File: config.mk
export PLATFORM = sky130hd
export DESIGN_NAME = alu_issue_ctrl
export DESIGN_NICKNAME = d
export VERILOG_FILES = /design/src/rtl/alu_pkg.sv /design/src/rtl/alu_regfile.sv /design/src/rtl/alu_issue_ctrl.sv
export SDC_FILE = /design/constraint.sdc
export NUM_CORES = 1
export LEC_CHECK = 0
export CAP_MARGIN = 15
export CORE_MARGIN = 2
export CORE_UTILIZATION = 34
export DETAILED_ROUTE_END_ITERATION = 8
export HOLD_SLACK_MARGIN = 0.15
export PLACE_DENSITY = 0.54
export SLEW_MARGIN = 20
export SYNTH_ARGS = -nofsm -noshare
export SYNTH_HDL_FRONTEND = slang
export SYNTH_SLANG_ARGS = --single-unit
export TNS_END_PERCENT = 50
File: constraint.sdc
create_clock -name clock -period 2.7 [get_ports clock]
set_input_delay 0.27 -clock clock [delete_from_list [all_inputs] [get_ports clock]]
set_output_delay 0.27 -clock clock [all_outputs]
set_load 0.01 [all_outputs]
File: src/rtl/alu_pkg.sv
// Shared definitions for the ALU issue controller: opcodes, instruction
// field layout, FSM encoding and the legal-opcode decode.
package alu_pkg;

  localparam int NREGS_DEF = 16;
  localparam int DW_DEF    = 32;

  localparam logic [7:0] OP_NOP   = 8'h00;
  localparam logic [7:0] OP_ADD   = 8'h20;
  localparam logic [7:0] OP_ADC   = 8'h21;
  localparam logic [7:0] OP_INCA  = 8'h23;
  localparam logic [7:0] OP_DECA  = 8'h24;
  localparam logic [7:0] OP_SUB   = 8'h25;
  localparam logic [7:0] OP_RSUB  = 8'h26;
  localparam logic [7:0] OP_AND   = 8'h28;
  localparam logic [7:0] OP_OR    = 8'h29;
  localparam logic [7:0] OP_ZEROS = 8'h30;
  localparam logic [7:0] OP_ONES  = 8'h3F;

  // instruction word layout
  localparam int F_OP      = 24;
  localparam int F_RD      = 20;
  localparam int F_RA      = 16;
  localparam int F_RB      = 12;
  localparam int F_IMM_SEL = 11;
  localparam int IMM_W     = 11;

  typedef enum logic [1:0] {
    ST_IDLE = 2'd0,
    ST_READ = 2'd1,
    ST_EXEC = 2'd2,
    ST_WB   = 2'd3
  } state_t;

  // latched instruction, legality decoded once at acceptance
  typedef struct packed {
    logic [7:0]       op;
    logic [3:0]       rd;
    logic [3:0]       ra;
    logic [3:0]       rb;
    logic             use_imm;
    logic [IMM_W-1:0] imm;
    logic             legal;
  } issue_t;

  function automatic logic is_legal_op(input logic [7:0] op);
    case (op)
      OP_ADD, OP_ADC, OP_INCA, OP_DECA,
      OP_SUB, OP_RSUB, OP_AND, OP_OR: return 1'b1;
      default:                        return (op >= OP_ZEROS) && (op <= OP_ONES);
    endcase
  endfunction

endpackage

File: src/rtl/alu_regfile.sv
// NREGS x DW register file: one synchronous write port, two combinational
// read ports and a debug read port. r0 is hardwired to zero.
module alu_regfile #(
  parameter  int NREGS = 16,
  parameter  int DW    = 32,
  localparam int AW    = $clog2(NREGS)
) (
  input  logic          clock,
  input  logic          reset,
  input  logic          we,
  input  logic [AW-1:0] waddr,
  input  logic [DW-1:0] wdata,
  input  logic [AW-1:0] ra_addr,
  output logic [DW-1:0] ra_data,
  input  logic [AW-1:0] rb_addr,
  output logic [DW-1:0] rb_data,
  input  logic [AW-1:0] dbg_addr,
  output logic [DW-1:0] dbg_data
);

  logic [NREGS-1:0][DW-1:0] mem;

  // storage; writes to r0 are dropped so it never leaves zero
  always_ff @(posedge clock) begin
    if (reset)                    mem <= '0;
    else if (we && waddr != '0)   mem[waddr] <= wdata;
  end

  assign ra_data  = (ra_addr  == '0) ? '0 : mem[ra_addr];
  assign rb_data  = (rb_addr  == '0) ? '0 : mem[rb_addr];
  assign dbg_data = (dbg_addr == '0) ? '0 : mem[dbg_addr];

endmodule

File: src/rtl/alu_issue_ctrl.sv
// Issue controller for the opcode-edge-triggered ALU. Each instruction
// occupies IDLE -> READ -> EXEC -> WB; operands settle one cycle before
// the opcode changes, and NOP is driven between issues so repeated
// opcodes still present an edge to the ALU.
module alu_issue_ctrl
  import alu_pkg::*;
#(
  parameter  int         NREGS  = NREGS_DEF,
  parameter  int         DW     = DW_DEF,
  parameter  logic [7:0] NOP_OP = OP_NOP,
  localparam int         AW     = $clog2(NREGS)
) (
  input  logic          clock,
  input  logic          reset,
  input  logic          instr_valid,
  output logic          instr_ready,
  input  logic [31:0]   instr,
  input  logic          ld_en,
  input  logic [AW-1:0] ld_addr,
  input  logic [DW-1:0] ld_data,
  output logic [DW-1:0] alu_a,
  output logic [DW-1:0] alu_b,
  output logic [7:0]    alu_opcode,
  input  logic [DW-1:0] alu_out,
  input  logic          alu_flag,
  output logic          done,
  output logic          illegal,
  output logic          flag_z,
  output logic          flag_n,
  output logic          flag_c,
  input  logic [AW-1:0] dbg_addr,
  output logic [DW-1:0] dbg_data
);

  state_t        state, state_nxt;
  issue_t        dec, iq;
  logic          accept;
  logic          wb_we, ld_we;
  logic [DW-1:0] ra_data, rb_data, simm;

  assign instr_ready = (state == ST_IDLE);
  assign accept      = instr_valid && instr_ready;
  assign done        = (state == ST_WB);
  assign illegal     = done && !iq.legal;
  assign simm        = {{(DW-IMM_W){iq.imm[IMM_W-1]}}, iq.imm};

  // field split of the incoming word
  always_comb begin
    dec.op      = instr[F_OP +: 8];
    dec.rd      = instr[F_RD +: 4];
    dec.ra      = instr[F_RA +: 4];
    dec.rb      = instr[F_RB +: 4];
    dec.use_imm = instr[F_IMM_SEL];
    dec.imm     = instr[IMM_W-1:0];
    dec.legal   = is_legal_op(instr[F_OP +: 8]);
  end

  // external loads only in an idle cycle with no handshake; WB owns the port otherwise
  assign wb_we = (state == ST_WB) && iq.legal;
  assign ld_we = (state == ST_IDLE) && ld_en && !accept;

  alu_regfile #(.NREGS(NREGS), .DW(DW)) u_rf (
    .clock    (clock),
    .reset    (reset),
    .we       (wb_we || ld_we),
    .waddr    (wb_we ? AW'(iq.rd) : ld_addr),
    .wdata    (wb_we ? alu_out : ld_data),
    .ra_addr  (AW'(iq.ra)),
    .ra_data  (ra_data),
    .rb_addr  (AW'(iq.rb)),
    .rb_data  (rb_data),
    .dbg_addr (dbg_addr),
    .dbg_data (dbg_data)
  );

  // state register
  always_ff @(posedge clock) begin
    if (reset) state <= ST_IDLE;
    else       state <= state_nxt;
  end

  // fixed four-cycle walk, leaving IDLE only on a handshake
  always_comb begin
    state_nxt = state;
    case (state)
      ST_IDLE: if (accept) state_nxt = ST_READ;
      ST_READ: state_nxt = ST_EXEC;
      ST_EXEC: state_nxt = ST_WB;
      ST_WB:   state_nxt = ST_IDLE;
    endcase
  end

  // instruction latch, ALU drive and result flags
  always_ff @(posedge clock) begin
    if (reset) begin
      iq         <= '0;
      alu_a      <= '0;
      alu_b      <= '0;
      alu_opcode <= NOP_OP;
      flag_z     <= 1'b0;
      flag_n     <= 1'b0;
      flag_c     <= 1'b0;
    end else begin
      case (state)
        ST_IDLE: if (accept) iq <= dec;
        ST_READ: begin
          alu_a      <= ra_data;
          alu_b      <= iq.use_imm ? simm : rb_data;
          alu_opcode <= NOP_OP;
        end
        ST_EXEC: alu_opcode <= iq.legal ? iq.op : NOP_OP;
        ST_WB: begin
          alu_opcode <= NOP_OP;
          if (iq.legal) begin
            flag_z <= (alu_out == '0);
            flag_n <= alu_out[DW-1];
            flag_c <= alu_flag;
          end
        end
      endcase
    end
  end

endmodule

==> run_results.csv <==
group,metric,value,unit
logic_synthesis,synth.avg_cell_area,9.797,µm²
worst_setup_path,critPathBufInv,2,
sta,final-setup-viol-count,0,
route,ant_nets,0,
layout,layout_common_cells,"dfxtp_1, nor3_1, nor4_1",
logic_synthesis,async_reset_ff_share,0,%
floorplan,core_area,0.1087,mm²
grt,grt_start_max_net_pins,173,
worst_setup_path,critPathKind,"reg2out",
sta,period_share,97.78,%
route,num_vias,35520,
sta,slew_headroom,25.59,%
logic_synthesis,synth_edf_count,0,
logic_synthesis,netlist_instances,3796,
clocking,worst_skew_pair.late_latency,670,ps
layout,syn_to_final_growth,20.35,%
sta,clock_skew,42.19,ps
clocking,cts.path.max_buffers,3,
clocking,cts_tree,"done",
logic_synthesis,syn_area,0.03719,mm²
route,wire_per_inst,29.51,µm
sta,tns,0,ps
power,power_density,636.9,mW/mm²
sta,hold_violations,0,
worst_setup_path,crit_family,"buffers and inverters",
sta,worst-slew-pin-transition,1113,ps
placement,port_buffers,218,
hold_path,worstHoldPathType,"in2reg",
worst_setup_path,worst_setup_path_start_kind,"register",
route,totalWireLength,154900,µm
worst_setup_path,critPathMostFrequentCell,"a211oi_2",
power,vdd_drop_max,0.4166,mV
outcome,status,"complete, no violations",
worst_setup_path,crit_arrival,2370,ps
logic_synthesis,ys_seq_elements,622,
clocking,post_cts_buffers,0,
logic_synthesis,yosysWarnings,0,
worst_setup_path,rrSetupSlack,180,ps
run,drv_cap,0,
clocking,h-tree-depth,3,
sta,hold_slack,181.4,ps
clocking,cts_buffers,72,
layout,fillers,10450,
layout,seqCellArea,0.01248,mm²
layout,drive_gt1_share,22.85,%
sta,maxSlewViolCount,0,
grt,track_usage,26.72,%
layout,final_common_cell,"dfxtp_1",
layout,final_area,0.04476,mm²
clocking,cts_root_buf,"clkbuf_16",
grt,grt_pass1_wl,230300,µm
floorplan,placementRows,121,
power,total_power,28510,µW
route,drt_iter0_markers,4430,
floorplan,initial_core_util,34.21,%
layout,multi_input_area,0.02257,mm²
worst_setup_path,crit_chain,"mux4_2 -> nor2b_1 -> a211oi_2 -> a211oi_2 -> buf_4 -> dlygate4sd2_1",
sta,fmax,378.8,MHz
logic_synthesis,seq_area_frac_synth,33.48,%
route,drtPass1Iterations,6,
clocking,cts.sinks,622,
worst_setup_path,cp-end-kind,"primary output",
clocking,clkTransAtPathRegs,70,ps
floorplan,io-pin-count,219,
floorplan,fp.dieW,334.7,µm
route,via_per_inst,6.764,
grt,antenna_found_initial,1,
power,leakagePower,0.01367,µW
worst_setup_path,path_max_fanout,4,
logic_synthesis,synth_fp_nets,3910,
sta,min_period,2640,ps
sta,rsz0062_at_grt,"no",
logic_synthesis,synth_cell_types,60,
placement,gp_congestion,0.8881,
placement,dp_hpwl,95600,µm
layout,fin_nets,3893,
worst_setup_path,worstPathRequired,2430,ps
floorplan,die_h,334.7,µm
floorplan,die_area,0.1120,mm²
placement,placedInstanceArea,0.04205,mm²
logic_synthesis,synth_ff_type,"dfxtp_1",
worst_setup_path,cpPeakStageDelay,470,ps
route,drcViolationCount,0,
grt,grt_overflow_total,0,
worst_setup_path,cp_slowest_cell,"mux4_2",
grt,grt_pass1_vias,33930,
==> logic make-up (layout without fill, tap and decap cells) <==
group           after synthesis  in the layout  synth area share, %
other cells                   0              3                    0
simple gates               1255           1255                18.39
buf+inv                     573            611                6.756
flops                       622            622                33.48
fa+ha+maj                     5              5               0.1682
mux                         571            571                27.76
compound gates              770            770                13.45
==> worst min-delay path: stages <==
cell and delay, ps:
clkdlybuf4s50_1 390, nand2_1 60, a21oi_1 50
==> cell usage after synthesis, drive strengths merged (5+ instances only) <==
library cell	count	share of area, %
dfxtp	622	33
nor3	560	7.5
nor4	427	7.2
a31oi	416	7.0
mux4	363	22
clkbuf	347	3.5
buf	223	3.2
mux2i	154	4.1
a21oi	118	1.6
nand2	94	0.95
a211oi	90	1.8
nor2b	78	1.3
mux2	54	1.6
nor2	46	0.46
o22ai	37	0.64
a21o	36	0.73
or2	17	0.29
a221oi	16	0.38
nand2b	13	0.22
a22oi	10	0.20
o21ai	8	0.11
a211o	7	0.16
o21a	6	0.12
a31o	5	0.12
ha	5	0.17
==> layout make-up <==
cell class / instances / area share (%)
Antenna cell: 3 / 0.01677
Clock buffer: 98 / 4.562
Sequential cell: 622 / 27.87
Inverter: 3 / 0.02516
Tap cell: 1414 / 3.953
Multi-Input combinational cell: 2601 / 50.43
Timing Repair Buffer: 479 / 12.06
Clock inverter: 31 / 1.082
==> what timing repair did <==
action / 4_1_cts / 5_1_grt
endpoints found under the setup margin: 30 / 12
gates resized for setup: 56 / 13
gates cloned: 0 / 0
hold buffers: 1 / 0
pin swaps: 4 / 3
hold endpoints to repair: 16 / 0
==> final timing paths <==
path / to / startpoint / cells after the start
worst max-delay path: dbg_data[7] / u_rf.mem[71]$_SDFFE_PP0P_ / 6
worst min-delay path: iq[9]$_SDFFE_PP0P_ / instr[8] / 3
worst max register to register: alu_b[30]$_SDFFE_PP0P_ / state[1]$_SDFFE_PP0P_ / 8
worst min register to register: alu_a[10]$_SDFFE_PP0P_ / alu_a[10]$_SDFFE_PP0P_ / 1
==> report_power, final <==
part           internal, µW  switching [µW]
Sequential             9590             511
Clock                  6380            4310
Combinational          2860            4850
==> flip-flops by register name (all words and copies together), names as in the netlist <==
register	flops
iq	33
flag_c	1
alu_opcode	8
alu_a	32
alu_b	32
flag_n	1
flag_z	1
state	2
u_rf.mem	512
==> stage by stage <==
stage                     setup WS [ps]  utilization, %  cells
after global routing              1.745           41.17   5248
final                             60.00           41.18   5251
after CTS                        -47.75           41.12   5248
after floorplan                   648.2               -   3796
after global placement           -43.07           38.69   5118
after detailed placement         -45.55           38.69   5118
==> layer usage <==
| layer | wire length (µm) | track usage [%] | vias to the layer above |
|---|---|---|---|
| met5 | 0 | 0 | - |
| met4 | 5280 | 9.990 | 0 |
| met3 | 15500 | 5.580 | 304 |
| met2 | 69650 | 40.89 | 2097 |
| met1 | 64510 | 37.03 | 17930 |
| li1 | - | - | 15180 |
Note: power is estimated with default switching activity, not from simulation.
